### src/rtl/dmem_port_arbiter_pkg.sv
// Shared definitions for the data-memory port arbiter.
// The MEM stage and the display scan-out reader use the same width constants.
// The read-return tag type is also defined here.
package dmem_arb_pkg;

    localparam int DMEM_DATA_W = 18;   // data word width (register file / ResultW)
    localparam int DMEM_ADDR_W = 10;   // data memory word-address width

    // Owner of the read data returning from the RAM in the current cycle.
    typedef enum logic [1:0] {
        R_NONE = 2'd0,
        R_CPU  = 2'd1,
        R_VID  = 2'd2
    } rtag_t;

endpackage

### src/rtl/dmem_port_arbiter_if.sv
// Bus bundle around the data-memory arbiter.
//   cpu_*  : CPU MEM-stage request / stall / read data
//   vid_*  : display scan-out read request / grant / read return
//   mem_*  : single-port synchronous data RAM
// Modports:
//   slave  - the arbiter. It serves the requesters and drives the RAM port.
//   master - the surroundings. These are the requesters plus the RAM.
interface dmem_port_arbiter_if
    import dmem_arb_pkg::*;
#(
    parameter int DATA_W = DMEM_DATA_W,
    parameter int ADDR_W = DMEM_ADDR_W
);

    logic              cpu_req;
    logic              cpu_we;
    logic [ADDR_W-1:0] cpu_addr;
    logic [DATA_W-1:0] cpu_wdata;
    logic [DATA_W-1:0] cpu_rdata;
    logic              cpu_stall;

    logic              vid_req;
    logic [ADDR_W-1:0] vid_addr;
    logic              vid_gnt;
    logic              vid_rvalid;
    logic [DATA_W-1:0] vid_rdata;

    logic              mem_en;
    logic              mem_we;
    logic [ADDR_W-1:0] mem_addr;
    logic [DATA_W-1:0] mem_wdata;
    logic [DATA_W-1:0] mem_rdata;

    modport slave (
        input  cpu_req, cpu_we, cpu_addr, cpu_wdata,
        output cpu_rdata, cpu_stall,
        input  vid_req, vid_addr,
        output vid_gnt, vid_rvalid, vid_rdata,
        output mem_en, mem_we, mem_addr, mem_wdata,
        input  mem_rdata
    );

    modport master (
        output cpu_req, cpu_we, cpu_addr, cpu_wdata,
        input  cpu_rdata, cpu_stall,
        output vid_req, vid_addr,
        input  vid_gnt, vid_rvalid, vid_rdata,
        input  mem_en, mem_we, mem_addr, mem_wdata,
        output mem_rdata
    );

endinterface

### src/rtl/dmem_port_arbiter_wait_counter.sv
// Saturating wait counter that bounds how long the display can starve.
// Ports:
//   clk    in  system clock
//   rst    in  asynchronous active-low reset, clears the count
//   inc    in  count one more lost cycle (saturates at MAX_WAIT)
//   clr    in  restart from zero (takes priority over inc)
//   at_max out count has reached MAX_WAIT
module arb_wait_counter #(
    parameter int MAX_WAIT = 4,
    localparam int CNT_W   = $clog2(MAX_WAIT + 1)
) (
    input  logic clk,
    input  logic rst,
    input  logic inc,
    input  logic clr,
    output logic at_max
);

    localparam logic [CNT_W-1:0] MAX_CNT = CNT_W'(MAX_WAIT);

    logic [CNT_W-1:0] count;
    logic [CNT_W-1:0] countNext;

    always_comb begin
        countNext = count;
        if (clr) begin
            countNext = '0;
        end else if (inc && (count != MAX_CNT)) begin
            countNext = count + CNT_W'(1);
        end
    end

    always_ff @(posedge clk or negedge rst) begin
        if (!rst) begin
            count <= '0;
        end else begin
            count <= countNext;
        end
    end

    assign at_max = (count == MAX_CNT);

endmodule

### src/rtl/dmem_port_arbiter.sv
// Arbiter for the single-port synchronous data RAM.
// The CPU MEM stage has priority; a CPU read stalls the pipeline for one cycle.
// The display scan-out reader gets the port when the CPU is idle or waiting on a read return.
// The display also gets the port after MAX_WAIT consecutive lost cycles.
// Read data comes back one cycle after issue and is steered to its owner by rtagReg.
// Ports:
//   clk  in  system clock
//   rst  in  asynchronous active-low reset; all bus outputs are held at 0 while low
//   bus  slave view of dmem_port_arbiter_if (CPU, display and RAM sides)
module dmem_port_arbiter
    import dmem_arb_pkg::*;
#(
    parameter int DATA_W   = DMEM_DATA_W,
    parameter int ADDR_W   = DMEM_ADDR_W,
    parameter int MAX_WAIT = 4
) (
    input  logic                 clk,
    input  logic                 rst,
    dmem_port_arbiter_if.slave   bus
);

    rtag_t             rtagReg;
    rtag_t             rtagNext;
    logic [DATA_W-1:0] cpuRdataReg;

    logic cpuOk;
    logic vidWins;
    logic cpuGnt;
    logic vidGnt;
    logic cpuStall;
    logic vidAtMax;

    logic              memEn;
    logic              memWe;
    logic [ADDR_W-1:0] memAddr;
    logic [DATA_W-1:0] memWdata;
    logic [DATA_W-1:0] cpuRdata;
    logic [DATA_W-1:0] vidRdata;

    // Grants are suppressed while reset is asserted.
    // This keeps the counter and rtag consistent with the zeroed outputs.
    always_comb begin
        cpuOk    = 1'b0;
        vidWins  = 1'b0;
        cpuGnt   = 1'b0;
        vidGnt   = 1'b0;
        cpuStall = 1'b0;
        memEn    = 1'b0;
        memWe    = 1'b0;
        memAddr  = '0;
        memWdata = '0;
        rtagNext = R_NONE;

        if (rst) begin
            // A CPU read in its return cycle must not reissue.
            // The display may use that cycle instead.
            cpuOk   = bus.cpu_req && (rtagReg != R_CPU);
            vidWins = bus.vid_req && (!cpuOk || vidAtMax);
            cpuGnt  = cpuOk && !vidWins;
            vidGnt  = vidWins;

            cpuStall = bus.cpu_req && !(cpuGnt && bus.cpu_we) && (rtagReg != R_CPU);

            memEn = cpuGnt || vidGnt;
            memWe = cpuGnt && bus.cpu_we;
            if (vidGnt) begin
                memAddr = bus.vid_addr;
            end else if (cpuGnt) begin
                memAddr  = bus.cpu_addr;
                memWdata = bus.cpu_wdata;
            end

            if (cpuGnt && !bus.cpu_we) begin
                rtagNext = R_CPU;
            end else if (vidGnt) begin
                rtagNext = R_VID;
            end
        end
    end

    always_ff @(posedge clk or negedge rst) begin
        if (!rst) begin
            rtagReg <= R_NONE;
        end else begin
            rtagReg <= rtagNext;
        end
    end

    // Keep the last CPU read word visible after the return cycle.
    always_ff @(posedge clk or negedge rst) begin
        if (!rst) begin
            cpuRdataReg <= '0;
        end else if (rtagReg == R_CPU) begin
            cpuRdataReg <= bus.mem_rdata;
        end
    end

    arb_wait_counter #(
        .MAX_WAIT (MAX_WAIT)
    ) waitCounter (
        .clk    (clk),
        .rst    (rst),
        .inc    (bus.vid_req && !vidGnt),
        .clr    (vidGnt || !bus.vid_req),
        .at_max (vidAtMax)
    );

    always_comb begin
        cpuRdata = cpuRdataReg;
        vidRdata = '0;
        if (rtagReg == R_CPU) begin
            cpuRdata = bus.mem_rdata;
        end
        if (rtagReg == R_VID) begin
            vidRdata = bus.mem_rdata;
        end
    end

    assign bus.cpu_stall  = cpuStall;
    assign bus.cpu_rdata  = rst ? cpuRdata : '0;
    assign bus.vid_gnt    = vidGnt;
    assign bus.vid_rvalid = rst && (rtagReg == R_VID);
    assign bus.vid_rdata  = rst ? vidRdata : '0;
    assign bus.mem_en     = memEn;
    assign bus.mem_we     = memWe;
    assign bus.mem_addr   = memAddr;
    assign bus.mem_wdata  = memWdata;

endmodule

### src/flat_wrapper.sv
// flat-port wrapper written by rule: the top's interface ports become plain ports
module dmem_port_arbiter_flat import dmem_arb_pkg::*;
#(
    parameter int DATA_W   = DMEM_DATA_W,
    parameter int ADDR_W   = DMEM_ADDR_W,
    parameter int MAX_WAIT = 4
)
  (clk, rst, bus_cpu_req, bus_cpu_we, bus_cpu_addr, bus_cpu_wdata, bus_cpu_rdata, bus_cpu_stall, bus_vid_req, bus_vid_addr, bus_vid_gnt, bus_vid_rvalid, bus_vid_rdata, bus_mem_en, bus_mem_we, bus_mem_addr, bus_mem_wdata, bus_mem_rdata);
  dmem_port_arbiter_if #(.DATA_W(DATA_W), .ADDR_W(ADDR_W)) bus_i ();
  input  logic clk;
  input  logic rst;
  input wire logic [$bits(bus_i.cpu_req)-1:0] bus_cpu_req;
  input wire logic [$bits(bus_i.cpu_we)-1:0] bus_cpu_we;
  input wire logic [$bits(bus_i.cpu_addr)-1:0] bus_cpu_addr;
  input wire logic [$bits(bus_i.cpu_wdata)-1:0] bus_cpu_wdata;
  output wire logic [$bits(bus_i.cpu_rdata)-1:0] bus_cpu_rdata;
  output wire logic [$bits(bus_i.cpu_stall)-1:0] bus_cpu_stall;
  input wire logic [$bits(bus_i.vid_req)-1:0] bus_vid_req;
  input wire logic [$bits(bus_i.vid_addr)-1:0] bus_vid_addr;
  output wire logic [$bits(bus_i.vid_gnt)-1:0] bus_vid_gnt;
  output wire logic [$bits(bus_i.vid_rvalid)-1:0] bus_vid_rvalid;
  output wire logic [$bits(bus_i.vid_rdata)-1:0] bus_vid_rdata;
  output wire logic [$bits(bus_i.mem_en)-1:0] bus_mem_en;
  output wire logic [$bits(bus_i.mem_we)-1:0] bus_mem_we;
  output wire logic [$bits(bus_i.mem_addr)-1:0] bus_mem_addr;
  output wire logic [$bits(bus_i.mem_wdata)-1:0] bus_mem_wdata;
  input wire logic [$bits(bus_i.mem_rdata)-1:0] bus_mem_rdata;
  assign bus_i.cpu_req = bus_cpu_req;
  assign bus_i.cpu_we = bus_cpu_we;
  assign bus_i.cpu_addr = bus_cpu_addr;
  assign bus_i.cpu_wdata = bus_cpu_wdata;
  assign bus_cpu_rdata = bus_i.cpu_rdata;
  assign bus_cpu_stall = bus_i.cpu_stall;
  assign bus_i.vid_req = bus_vid_req;
  assign bus_i.vid_addr = bus_vid_addr;
  assign bus_vid_gnt = bus_i.vid_gnt;
  assign bus_vid_rvalid = bus_i.vid_rvalid;
  assign bus_vid_rdata = bus_i.vid_rdata;
  assign bus_mem_en = bus_i.mem_en;
  assign bus_mem_we = bus_i.mem_we;
  assign bus_mem_addr = bus_i.mem_addr;
  assign bus_mem_wdata = bus_i.mem_wdata;
  assign bus_i.mem_rdata = bus_mem_rdata;
  dmem_port_arbiter #(.DATA_W(DATA_W), .ADDR_W(ADDR_W), .MAX_WAIT(MAX_WAIT)) u_core (.clk(clk), .rst(rst), .bus(bus_i));
endmodule
### config.mk
export PLATFORM = sky130hd
export DESIGN_NAME = dmem_port_arbiter_flat
export DESIGN_NICKNAME = d
export VERILOG_FILES = /design/src/rtl/dmem_port_arbiter_pkg.sv /design/src/rtl/dmem_port_arbiter_if.sv /design/src/rtl/dmem_port_arbiter_wait_counter.sv /design/src/rtl/dmem_port_arbiter.sv /design/src/flat_wrapper.sv
export SDC_FILE = /design/constraint.sdc
export NUM_CORES = 1
export LEC_CHECK = 0
export ABC_AREA = 1
export CAP_MARGIN = 30
export CORE_ASPECT_RATIO = 0.7
export CORE_MARGIN = 2
export CORE_UTILIZATION = 30
export CTS_CLUSTER_DIAMETER = 50
export DETAILED_ROUTE_END_ITERATION = 10
export PLACE_DENSITY = 0.79
export SKIP_CTS_REPAIR_TIMING = 1
export SLEW_MARGIN = 25
export SYNTH_ARGS = -nofsm -noshare
export SYNTH_HDL_FRONTEND = slang
export SYNTH_SLANG_ARGS = --single-unit
### constraint.sdc
create_clock -name clk -period 1.55 [get_ports clk]
set_input_delay 0.465 -clock clk [delete_from_list [all_inputs] [get_ports clk]]
set_output_delay 0.465 -clock clk [all_outputs]
set_load 0.05 [all_outputs]
==> results of run 1 <==
-- kinds of logic after synthesis --
kind of cell	share of synthesized area, %
simple gates	32.7
fa+ha+maj	1.53
xor+xnor	0.536
flops	35.2
compound gates	6.73
buf+inv	23.3
-- cell usage after synthesis --
cell | number | area (um^2)
ha_1 | 2 | 25.0
clkbuf_2 | 1 | 5.00
o21ai_1 | 1 | 5.00
dfrtp_1 | 23 | 576
buf_2 | 7 | 35.0
o21ai_0 | 19 | 95.1
clkinv_1 | 1 | 3.75
buf_6 | 2 | 22.5
nor2_1 | 50 | 188
nand3_4 | 1 | 17.5
inv_2 | 1 | 3.75
nand2_1 | 35 | 131
a21oi_1 | 2 | 10.0
inv_1 | 81 | 304
buf_4 | 1 | 7.51
nand3_1 | 21 | 105
nor2_2 | 10 | 62.6
nand2_4 | 1 | 11.3
xor2_1 | 1 | 8.76
nand2_2 | 3 | 18.8
-- stage by stage --
step | instances | util [%] | setup TNS [ns] | setup WS, ns
CTS | 495 | 88.5 | -48.31 | -0.774
global placement | 491 | 87.6 | -46.13 | -0.698
floorplan | 263 | - | -10.39 | -0.323
detailed placement | 491 | 87.6 | -48.32 | -0.754
==> impl_metrics.env, run 1 <==
export IMPL_ys_types=20
export IMPL_cts_root_buf="clkbuf_8"
export IMPL_io_pins=130
export IMPL_worstEndpointGrtRepair="bus_mem_wdata[13]"
export IMPL_yosys_warnings=0
export IMPL_error_line="[ERROR DPL-0033] detailed placement checks failed during check placement."
export IMPL_placed_area_um2=4600
export IMPL_port_buffers=129
export IMPL_haltStage="global routing (5_1_grt)"
export IMPL_syn_nets=326
export IMPL_htree_levels=1
export IMPL_die_width_um=92.2
export IMPL_status="stopped before the end"
export IMPL_synth_cells=263
export IMPL_syn_area_per_cell_um2=6.22
export IMPL_endpoint_type="primary output"
export IMPL_ys_seq_area_share_pct=35.2
export IMPL_row_count=22
export IMPL_synth_area_um2=1640
export IMPL_numCtsBuffers=3
export IMPL_cts_sinks=23
export IMPL_grt_max_degree=20
export IMPL_clockBufferDepth=2
export IMPL_gp_congestion=0.705
export IMPL_synth_seq_cells=23
export IMPL_antenna_found_initial=0
export IMPL_initial_core_util_pct=31.1
export IMPL_hpwlAfterDp_um=6400
export IMPL_die_h_um=65.8
==> run 2: changes to the inputs <==
--- a/config.mk
+++ b/config.mk
@@ -7,12 +7,10 @@
 export LEC_CHECK = 0
 export ABC_AREA = 1
 export CAP_MARGIN = 30
-export CORE_ASPECT_RATIO = 0.7
 export CORE_MARGIN = 2
-export CORE_UTILIZATION = 30
-export CTS_CLUSTER_DIAMETER = 50
+export CORE_UTILIZATION = 29
 export DETAILED_ROUTE_END_ITERATION = 10
-export PLACE_DENSITY = 0.79
+export PLACE_DENSITY_LB_ADDON = 0.15
 export SKIP_CTS_REPAIR_TIMING = 1
 export SLEW_MARGIN = 25
 export SYNTH_ARGS = -nofsm -noshare
==> constraint.sdc (replaced) <==
create_clock -name clk -period 2.02 [get_ports clk]
set_input_delay 0.606 -clock clk [delete_from_list [all_inputs] [get_ports clk]]
set_output_delay 0.606 -clock clk [all_outputs]
set_load 0.05 [all_outputs]
==> run 2 against run 1 <==
Against the previous run:
- the flow now finishes, with violations (negative setup slack)
- synthesized area stayed put
- synthesized cell count stayed put
==> impl_metrics.env, run 2 <==
export IMPL_status="complete, but fails checks"
export IMPL_violations="negative setup slack"
export IMPL_worst_pin_slew_ns=0.328
export IMPL_cts_root_buf="clkbuf_8"
export IMPL_cts_sinks=23
export IMPL_clk_pin_slew_ns=0.09
export IMPL_hold_viol=0
export IMPL_fin_nets=516
export IMPL_antenna_found_initial=0
export IMPL_rsz0062_at_grt="true"
export IMPL_syn_nets=326
export IMPL_synth_area_um2=1640
export IMPL_total_power_mw=2.98
export IMPL_clock_fmax_ghz=0.422
export IMPL_reg_top3="u_core.cpuRdataReg x18, u_core.waitCounter.count x3, u_core.rtagReg x2"
export IMPL_end_kind="output pin"
export IMPL_clock_skew_ns=0.0102
export IMPL_synth_seq_cells=23
export IMPL_die_h_um=79.1
export IMPL_grt_first_pass_wirelength_um=9460
export IMPL_ys_top_cells_by_count="inv_1 (81), nor2_1 (50), nand2_1 (35)"
export IMPL_hpwlAfterDp_um=4900
export IMPL_drc=0
export IMPL_critPathArrivalTime_ns=1.77
export IMPL_fin_crit_ns=2.37
export IMPL_overflow=0
export IMPL_clockBufferDepth=2
export IMPL_largest_register_ffs=18
export IMPL_port_buffers=129
export IMPL_max_slew_margin_pct=78.1
export IMPL_layout_commonest_cell="inv_1"
export IMPL_yosys_warnings=0
export IMPL_n_fill_cell=158
export IMPL_crit_fanout=6
export IMPL_area_growth_pct=214
export IMPL_htree_levels=1
export IMPL_crit_type="reg -> out"
export IMPL_max_cap_viol_count=0
export IMPL_post_place_ws_ns=-0.556
export IMPL_ys_seq_area_share_pct=35.2
export IMPL_setup_ws_ns=-0.352
export IMPL_gp_congestion=0.767
export IMPL_drive_above_1_share_pct=58.6
export IMPL_final_antenna_net_count=0
export IMPL_first_pass_iters=4
export IMPL_vias=2523
export IMPL_vias_per_cell=4.81
export IMPL_die_area_um2=6260
export IMPL_insertion_delay_ns=0.28
export IMPL_drt_iter0_markers=93
export IMPL_fin_crit_sh_pct=117
export IMPL_numCtsBuffers=3
export IMPL_synth_top_area_share_pct=35.2
export IMPL_slew_viol_final=0
export IMPL_setup_viol=69
export IMPL_synth_area_leaders="dfrtp_1 (35%), inv_1 (19%), nor2_1 (11%)"
export IMPL_initial_core_util_pct=29.9
export IMPL_synth_ff_type="dfrtp_1"
export IMPL_ys_types=20
export IMPL_num_antenna_cells=0
export IMPL_grt_usage_pct=18.8
export IMPL_row_count=27
export IMPL_cts_tree="done"
export IMPL_synth_most_common_cell="inv_1"
export IMPL_synth_cells=263
export IMPL_wl_um=10400
export IMPL_synth_edf_count=0
export IMPL_worstPathRequired_ns=1.41
export IMPL_placeableCoreArea_um2=5470
export IMPL_avgRoutedWirePerCell_um=19.9
export IMPL_grt_max_degree=31
export IMPL_largest_register="u_core.cpuRdataReg"
export IMPL_mostFrequentLayoutCells="inv_1 (70), buf_12 (63), buf_4 (51)"
export IMPL_synthArstFlopShare_pct=100
export IMPL_yosysTopAreaCell="dfrtp_1"
export IMPL_hold_class="in -> async"
export IMPL_first_global_vias=2050
export IMPL_io_pins=130
export IMPL_critPathLaunchType="register"
export IMPL_die_width_um=79.1
export IMPL_cellPowerDensity_nw_per_um2=580
export IMPL_postLayoutCoreUtil_pct=93.8
export IMPL_p_leak_nw=2.57
export IMPL_vdd_ir_drop_max_mv=0.624
export IMPL_syn_area_per_cell_um2=6.22
-- run 2: per-layer routing --
metal | GRT usage, % | routed length [um]
met5 | 0 | 0
met4 | 4.31 | 366
met3 | 3.64 | 510
met2 | 36.1 | 5820
met1 | 21.3 | 3740
-- run 2: final timing paths --
kind                                                         start                                to  slack, ns  cells past startpoint
setup / recovery           u_core.waitCounter.count[0]$_DFFE_PN0P_                   bus_mem_addr[9]      -0.35                      9
hold / removal                                                 rst       u_core.rtagReg[0]$_DFF_PN0_       0.26                      2
setup reg to reg           u_core.waitCounter.count[0]$_DFFE_PN0P_       u_core.rtagReg[0]$_DFF_PN0_       0.45                      9
hold reg to reg                   u_core.cpuRdataReg[12]$_DFF_PN0_  u_core.cpuRdataReg[12]$_DFF_PN0_       0.70                      5
max in group asynchronous                                      rst   u_core.cpuRdataReg[9]$_DFF_PN0_       1.39                      3
min in group clk                  u_core.cpuRdataReg[12]$_DFF_PN0_  u_core.cpuRdataReg[12]$_DFF_PN0_       0.70                      5
-- run 2: logic make-up (layout without fill, tap and decap cells) --
logic type / after synthesis / count (layout) / synth area share, %
AOI/OAI and AO/OA: 22 / 22 / 6.73
xor gates and xnor gates: 1 / 1 / 0.536
adders and majority gates: 2 / 2 / 1.53
buffers and inverters: 94 / 282 / 23.3
DFF: 23 / 23 / 35.2
and+or+nand+nor: 121 / 122 / 32.7
-- run 2: metrics by stage --
step	cell area (um^2)	hold WS [ns]	setup TNS (ns)	std cells
floorplan	1750	0.310	-5.29	263
CTS	4130	0.633	-32.33	498
global placement	4090	0.616	-31.43	494
global route	5130	0.245	-18.19	524
finish	5130	0.264	-14.03	524
detailed placement	4090	0.644	-32.24	494
-- run 2: cell type report --
type                            instances  area, um^2  share of cell area, %
Timing Repair Buffer                  195        2730                   53.1
Inverter                               83         319                   6.22
Clock buffer                            3        41.3                  0.805
Clock inverter                          1        5.00                 0.0975
Multi-Input combinational cell        147        1370                   26.7
Tap cell                               72        90.1                   1.76
Sequential cell                        23         577                   11.2
-- run 2: worst max-delay path, stage by stage, from the launching register on --
cell	delay, ns
dfrtp_1	0.40
inv_2	0.07
ha_4	0.16
nand2_4	0.07
nand3_4	0.12
nand2_8	0.12
buf_8	0.14
nand3_1	0.12
nand2_2	0.13
buf_12	0.14
-- run 2: power breakdown --
group / internal (mW) / switching, mW
sequential: 0.563 / 0.0538
combinational: 0.992 / 1.07
clock: 0.138 / 0.164
(Power assumes the default switching activity.)
